**src/rtl/tt_um_hoene_frame_tx.sv**
```systemverilog
// Smart-LED chain frame transmitter: serialises 30-bit LED words into 32-bit chain words.
// Optional FRAME_TX_PARITY_ERR_EN adds inject_err to corrupt the parity bit of a word.
module tt_um_hoene_frame_tx #(
    parameter int unsigned CLK_DIV    = 2,
    parameter int unsigned GAP_CYCLES = 8
) (
    input  logic        clk,
    input  logic        rst_n,
    input  logic [29:0] word_data,
    input  logic        word_last,
    input  logic        word_valid,
`ifdef FRAME_TX_PARITY_ERR_EN
    input  logic        inject_err,
`endif
    output logic        word_ready,
    output logic        tx_frame,
    output logic        tx_clk,
    output logic        tx_data,
    output logic        busy
);

    typedef enum logic [2:0] {
        S_IDLE,
        S_SHIFT,
        S_STALL,
        S_TRAIL,
        S_GAP
    } state_t;

    localparam logic [8:0] BIT_LAST   = 9'(2 * CLK_DIV - 1);
    localparam logic [8:0] HALF       = 9'(CLK_DIV);
    localparam logic [8:0] TRAIL_LAST = 9'(CLK_DIV - 1);
    localparam logic [8:0] GAP_LAST   = 9'(GAP_CYCLES - 1);

    state_t      state_q, state_d;
    logic [8:0]  cnt_q, cnt_d;
    logic [4:0]  bit_q, bit_d;
    logic [31:0] shreg_q, shreg_d;
    logic        last_q, last_d;

    logic        frame_d, clk_d, data_d, busy_d;
    logic        xfer;
    logic        inj;
    logic [29:0] data_rev;
    logic [30:0] payload;
    logic [31:0] load_word;

`ifdef FRAME_TX_PARITY_ERR_EN
    assign inj = inject_err;
`else
    assign inj = 1'b0;
`endif

    // Chain bit k (k=1..30) carries word_data[30-k], so the payload is the bit-reversed word.
    assign data_rev  = {<<{word_data}};
    assign payload   = {data_rev, 1'b1};
    assign load_word = {(^payload) ^ inj, payload};

    assign word_ready = rst_n && ((state_q == S_IDLE) || (state_q == S_STALL) ||
                                  ((state_q == S_SHIFT) && (bit_q == 5'd31) && (cnt_q == BIT_LAST)));
    assign xfer = word_valid && word_ready;

    always_ff @(posedge clk or negedge rst_n) begin
        if (!rst_n) begin
            state_q <= S_IDLE;
            cnt_q   <= '0;
            bit_q   <= '0;
            shreg_q <= '0;
            last_q  <= 1'b0;
        end else begin
            state_q <= state_d;
            cnt_q   <= cnt_d;
            bit_q   <= bit_d;
            shreg_q <= shreg_d;
            last_q  <= last_d;
        end
    end

    always_comb begin
        state_d = state_q;
        cnt_d   = cnt_q;
        bit_d   = bit_q;
        shreg_d = shreg_q;
        last_d  = last_q;
        case (state_q)
            S_SHIFT: begin
                if (cnt_q == BIT_LAST) begin
                    cnt_d = '0;
                    if (bit_q == 5'd31) begin
                        state_d = last_q ? S_TRAIL : S_STALL;
                    end else begin
                        bit_d   = bit_q + 5'd1;
                        shreg_d = {1'b0, shreg_q[31:1]};
                    end
                end else begin
                    cnt_d = cnt_q + 9'd1;
                end
            end
            S_TRAIL: begin
                if (cnt_q == TRAIL_LAST) begin
                    state_d = S_GAP;
                    cnt_d   = '0;
                end else begin
                    cnt_d = cnt_q + 9'd1;
                end
            end
            S_GAP: begin
                if (cnt_q == GAP_LAST) begin
                    state_d = S_IDLE;
                    cnt_d   = '0;
                end else begin
                    cnt_d = cnt_q + 9'd1;
                end
            end
            default: ;
        endcase
        // word_ready is only high in IDLE, STALL or the last cycle of bit 31,
        // so a transfer always overrides the per-state decision with a fresh load.
        if (xfer) begin
            state_d = S_SHIFT;
            cnt_d   = '0;
            bit_d   = '0;
            shreg_d = load_word;
            last_d  = word_last;
        end
    end

    // Outputs are registered from next-state values so they line up with the state they describe.
    always_comb begin
        frame_d = (state_d == S_SHIFT) || (state_d == S_STALL) || (state_d == S_TRAIL);
        clk_d   = (state_d == S_SHIFT) && (cnt_d >= HALF);
        data_d  = (state_d == S_SHIFT) && shreg_d[0];
        busy_d  = (state_d != S_IDLE);
    end

    always_ff @(posedge clk or negedge rst_n) begin
        if (!rst_n) begin
            tx_frame <= 1'b0;
            tx_clk   <= 1'b0;
            tx_data  <= 1'b0;
            busy     <= 1'b0;
        end else begin
            tx_frame <= frame_d;
            tx_clk   <= clk_d;
            tx_data  <= data_d;
            busy     <= busy_d;
        end
    end

endmodule

```
**config.mk**
```make
export PLATFORM = sky130hd
export DESIGN_NAME = tt_um_hoene_frame_tx
export DESIGN_NICKNAME = d
export VERILOG_FILES = /design/src/rtl/tt_um_hoene_frame_tx.sv
export SDC_FILE = /design/constraint.sdc
export NUM_CORES = 1
export LEC_CHECK = 0
export BUFFER_PORTS_ARGS = -buffer_cell sky130_fd_sc_hd__buf_2
export CAP_MARGIN = 0
export CORE_ASPECT_RATIO = 0.9
export CORE_MARGIN = 2
export CORE_UTILIZATION = 62
export CTS_CLUSTER_SIZE = 25
export DETAILED_ROUTE_END_ITERATION = 10
export GPL_ROUTABILITY_DRIVEN = 0
export PLACE_DENSITY = 0.85
export REMOVE_ABC_BUFFERS = 1
export SLEW_MARGIN = 25
export SYNTH_ARGS = -nofsm -noshare
export SYNTH_HDL_FRONTEND = slang
export SYNTH_SLANG_ARGS = --single-unit
```
**constraint.sdc**
```tcl
create_clock -name clk -period 5.7 [get_ports clk]
set_clock_uncertainty 0.05 [all_clocks]
set_input_delay 0 -clock clk [delete_from_list [all_inputs] [get_ports clk]]
set_output_delay 0 -clock clk [all_outputs]
set_load 0.005 [all_outputs]
```
==> results.sh <==
export IMPL_cts_buffers=5
export IMPL_chipHeight_um=69.8
export IMPL_critPathLaunchType="flop"
export IMPL_pin_count=39
export IMPL_cap_violations=0
export IMPL_detail_route_wl_per_cell_um=17.2
export IMPL_cp_arrival_ns=3.58
export IMPL_area_delta_synth_final_pct=21.2
export IMPL_total_power_w=0.00160
export IMPL_rrSetupSlack_ns=2.30
export IMPL_pre_cts_ws_ns=2.42
export IMPL_ys_ff_latch=54
export IMPL_synth_edff_count=0
export IMPL_fillers=290
export IMPL_core_area_um2=4550
export IMPL_rsz0062_at_grt="false"
export IMPL_syn_area_um2=2980
export IMPL_cts_root_buf="clkbuf_8"
export IMPL_setup_viol=0
export IMPL_clockBufferDepth=2
export IMPL_synth_flop_cell="dfrtp_1"
export IMPL_async_flop_share_pct=100
export IMPL_netlist_area_leader_share_pct=45.4
export IMPL_vias=2406
export IMPL_worstMarginPinSlew_ns=0.809
export IMPL_peakVddDrop_mv=0.261
export IMPL_synth_simple_area_share_pct=13.4
export IMPL_drc=0
export IMPL_cp_required_ns=5.89
export IMPL_synthMuxAreaShare_pct=1.01
export IMPL_gr_total_overflow=0
export IMPL_drtIter0Drc=230
export IMPL_status="complete, no violations"
export IMPL_antenna_cells=0
export IMPL_synth_area_leader_cell="dfrtp_1"
export IMPL_reg2reg_from="bit_q[0]"
export IMPL_finalCritPeriodShare_pct=59.6
export IMPL_min_period_ns=3.40
export IMPL_clock_latency_ns=0.31
export IMPL_postPlaceCellArea_um2=3170
export IMPL_fp_dieArea_um2=5380
export IMPL_synth_cells=270
export IMPL_avgViaCountPerCell=6.08
export IMPL_drive_gt1_share_pct=17.4
export IMPL_grt_pass1_vias=2354
export IMPL_synthXorXnorAreaFrac_pct=12.3
export IMPL_ys_seq_area_share_pct=45.4
export IMPL_num_rows=23
export IMPL_hold_violations=0
export IMPL_port_buffers=38
export IMPL_htree_levels=2
export IMPL_hold_depth=3
export IMPL_drt_total_wl_um=6820
export IMPL_max_freq_mhz=295
export IMPL_synth_compound_area_share_pct=22.1
export IMPL_r2r_end="tx_data"
export IMPL_critical_path_class="flop to flop"
export IMPL_synthDistinctLibCells=50
export IMPL_worstHoldPathType="input pin to flop"
export IMPL_grt_usage_pct=26.7
export IMPL_post_dp_hpwl_um=3870
export IMPL_grt_max_degree=57
export IMPL_grt_pass1_wl_um=11200
export IMPL_cts_clk_slew_worst_paths_ns=0.10
export IMPL_syn_avg_cell_area_um2=11.0
export IMPL_stdcell_area_um2=3610
export IMPL_worstHoldEndpoint="shreg_q[7]"
export IMPL_critPathCaptureType="flop"
export IMPL_cts_tree="done"
export IMPL_setup_tns_ns=0
export IMPL_yosys_warnings=0
export IMPL_timing_final_ws_setup_ns=2.30
export IMPL_firstDrtPassIters=6
export IMPL_antenna_found_initial=0
export IMPL_finalMaxSlewViolations=0
export IMPL_yosys_area_share_adder_pct=2.10
export IMPL_crit_fanout=24
export IMPL_initial_core_util_pct=65.5
export IMPL_final_net_count=372
export IMPL_synth_top_family_by_area="compound AO/OA/AOI/OAI gates"
export IMPL_drtAntennaViolNets=0
export IMPL_r2r_cells=9
export IMPL_slew_headroom_pct=45.7
export IMPL_hp_start="word_data[23]"
export IMPL_clkSinkCount=54
export IMPL_power_density_nw_per_um2=443
export IMPL_p_leak_nw=1.79
export IMPL_ys_top_cells_by_area="dfrtp_1 (45%), a22o_1 (8.8%), xnor2_1 (8.5%)"
export IMPL_die_w_um=77.1
-- state kept, by name, summed over array words and instances (netlist names) --
name / cells
shreg_q: 32
cnt_q: 9
bit_q: 5
state_q: 3
busy: 1
last_q: 1
tx_clk: 1
tx_data: 1
tx_frame: 1
-- synthesized netlist by cell type, types with 2 or more instances --
master    count
a21o_1       31
a21oi_1       5
a22o_1       30
a31oi_1       2
and3_1        4
buf_2         7
buf_4         3
buf_6         4
dfrtp_1      54
ha_1          5
inv_1         2
mux2i_1       3
nand2_1      14
nand3_1       2
nand3b_1      2
nand4_1       2
nor2_1       19
nor2_2        2
nor2b_1       2
nor3_1        2
nor3b_1       4
nor4b_1       2
o21ai_0       4
or2_2         2
or3_1         2
or3b_2        2
or4_1         2
xnor2_1      29
xnor3_1       3
xor2_1        5
-- cells in the final DEF (no fill, tap or decap), drive strengths merged, types with 3 or more instances in the layout --
cell / count
a21o: 31
a21oi: 5
a22o: 30
and3: 4
buf: 41
clkbuf: 6
dfrtp: 54
dlygate4sd3: 30
ha: 5
mux2i: 3
nand2: 14
nor2: 21
nor3b: 4
o21ai: 4
or3b: 3
or4: 3
xnor2: 29
xnor3: 3
xor2: 5
-- cell families (layout without fill, tap and decap cells) --
kind of cell,count (synthesis),in the layout
compound gates,84,84
xor+xnor,37,37
fa+ha+maj,5,5
buf+inv,17,81
flops,54,54
mux,3,3
simple gates,70,70
-- how the worst max path moves through the flow --
| stage | from | end | slack [ns] | cells past startpoint |
|---|---|---|---|---|
| floorplan | bit_q[0] | shreg_q[10] | 2.37 | 7 |
| global placement | bit_q[0] | tx_data | 2.51 | 9 |
| detailed placement | bit_q[0] | tx_data | 2.42 | 9 |
| CTS | bit_q[0] | tx_data | 2.36 | 9 |
| global route | bit_q[0] | tx_data | 2.18 | 9 |
| finish | bit_q[0] | tx_data | 2.30 | 9 |
-- stage by stage --
step | util [%] | instances | hold slack, ns
4_1_cts | 79.2 | 395 | 0.000214
3_3_place_gp | 69.6 | 358 | 0.122
6_report | 79.4 | 396 | 0.0164
5_1_grt | 79.4 | 396 | 0.0148
3_5_place_dp | 69.7 | 358 | 0.125
2_1_floorplan | - | 255 | -0.346
-- critical path, cell delays in order, from the launching register on --
cell and delay (ns):
dfrtp_1 0.43, ha_1 0.24, and3_1 0.19, ha_1 0.20, or3b_2 0.47, nor4_4 0.62, buf_4 0.43, mux2i_1 0.18
or3b_1 0.39, a21oi_1 0.15
-- where the power goes --
group | internal, W | switching, W | total (W)
combinational | 0.000314 | 0.000323 | 0.000636
clock | 0.000187 | 0.000126 | 0.000314
sequential | 0.000534 | 0.000117 | 0.000651
total | 0.00104 | 0.000566 | 0.00160
-- final cells by class --
cell class	count	area [um^2]	share of cell area, %
Clock buffer	6	82.6	2.29
Tap cell	62	77.6	2.15
Multi-Input combinational cell	199	1520	42.1
Inverter	2	7.51	0.208
Sequential cell	54	1350	37.4
Clock inverter	2	60.1	1.66
Timing Repair Buffer	71	513	14.2
-- what timing repair did --
| action | 4_1_cts | 5_1_grt |
|---|---|---|
| hold buffers | 29 | 1 |
| buffers inserted | 0 | 0 |
| gates resized for setup | 0 | 0 |
| hold endpoints to repair | 82 | 1 |
-- per-layer routing --
metal / part of all wire [%] / up-vias / global-route usage [%]
met4: 2.5 / 0 / 8.53
met2: 48 / 105 / 44.1
met5: 0 / - / 0
met1: 43 / 1168 / 35.3
li1: - / 1110 / -
met3: 6.0 / 23 / 5.86
Power figures use the tool's default switching activity.
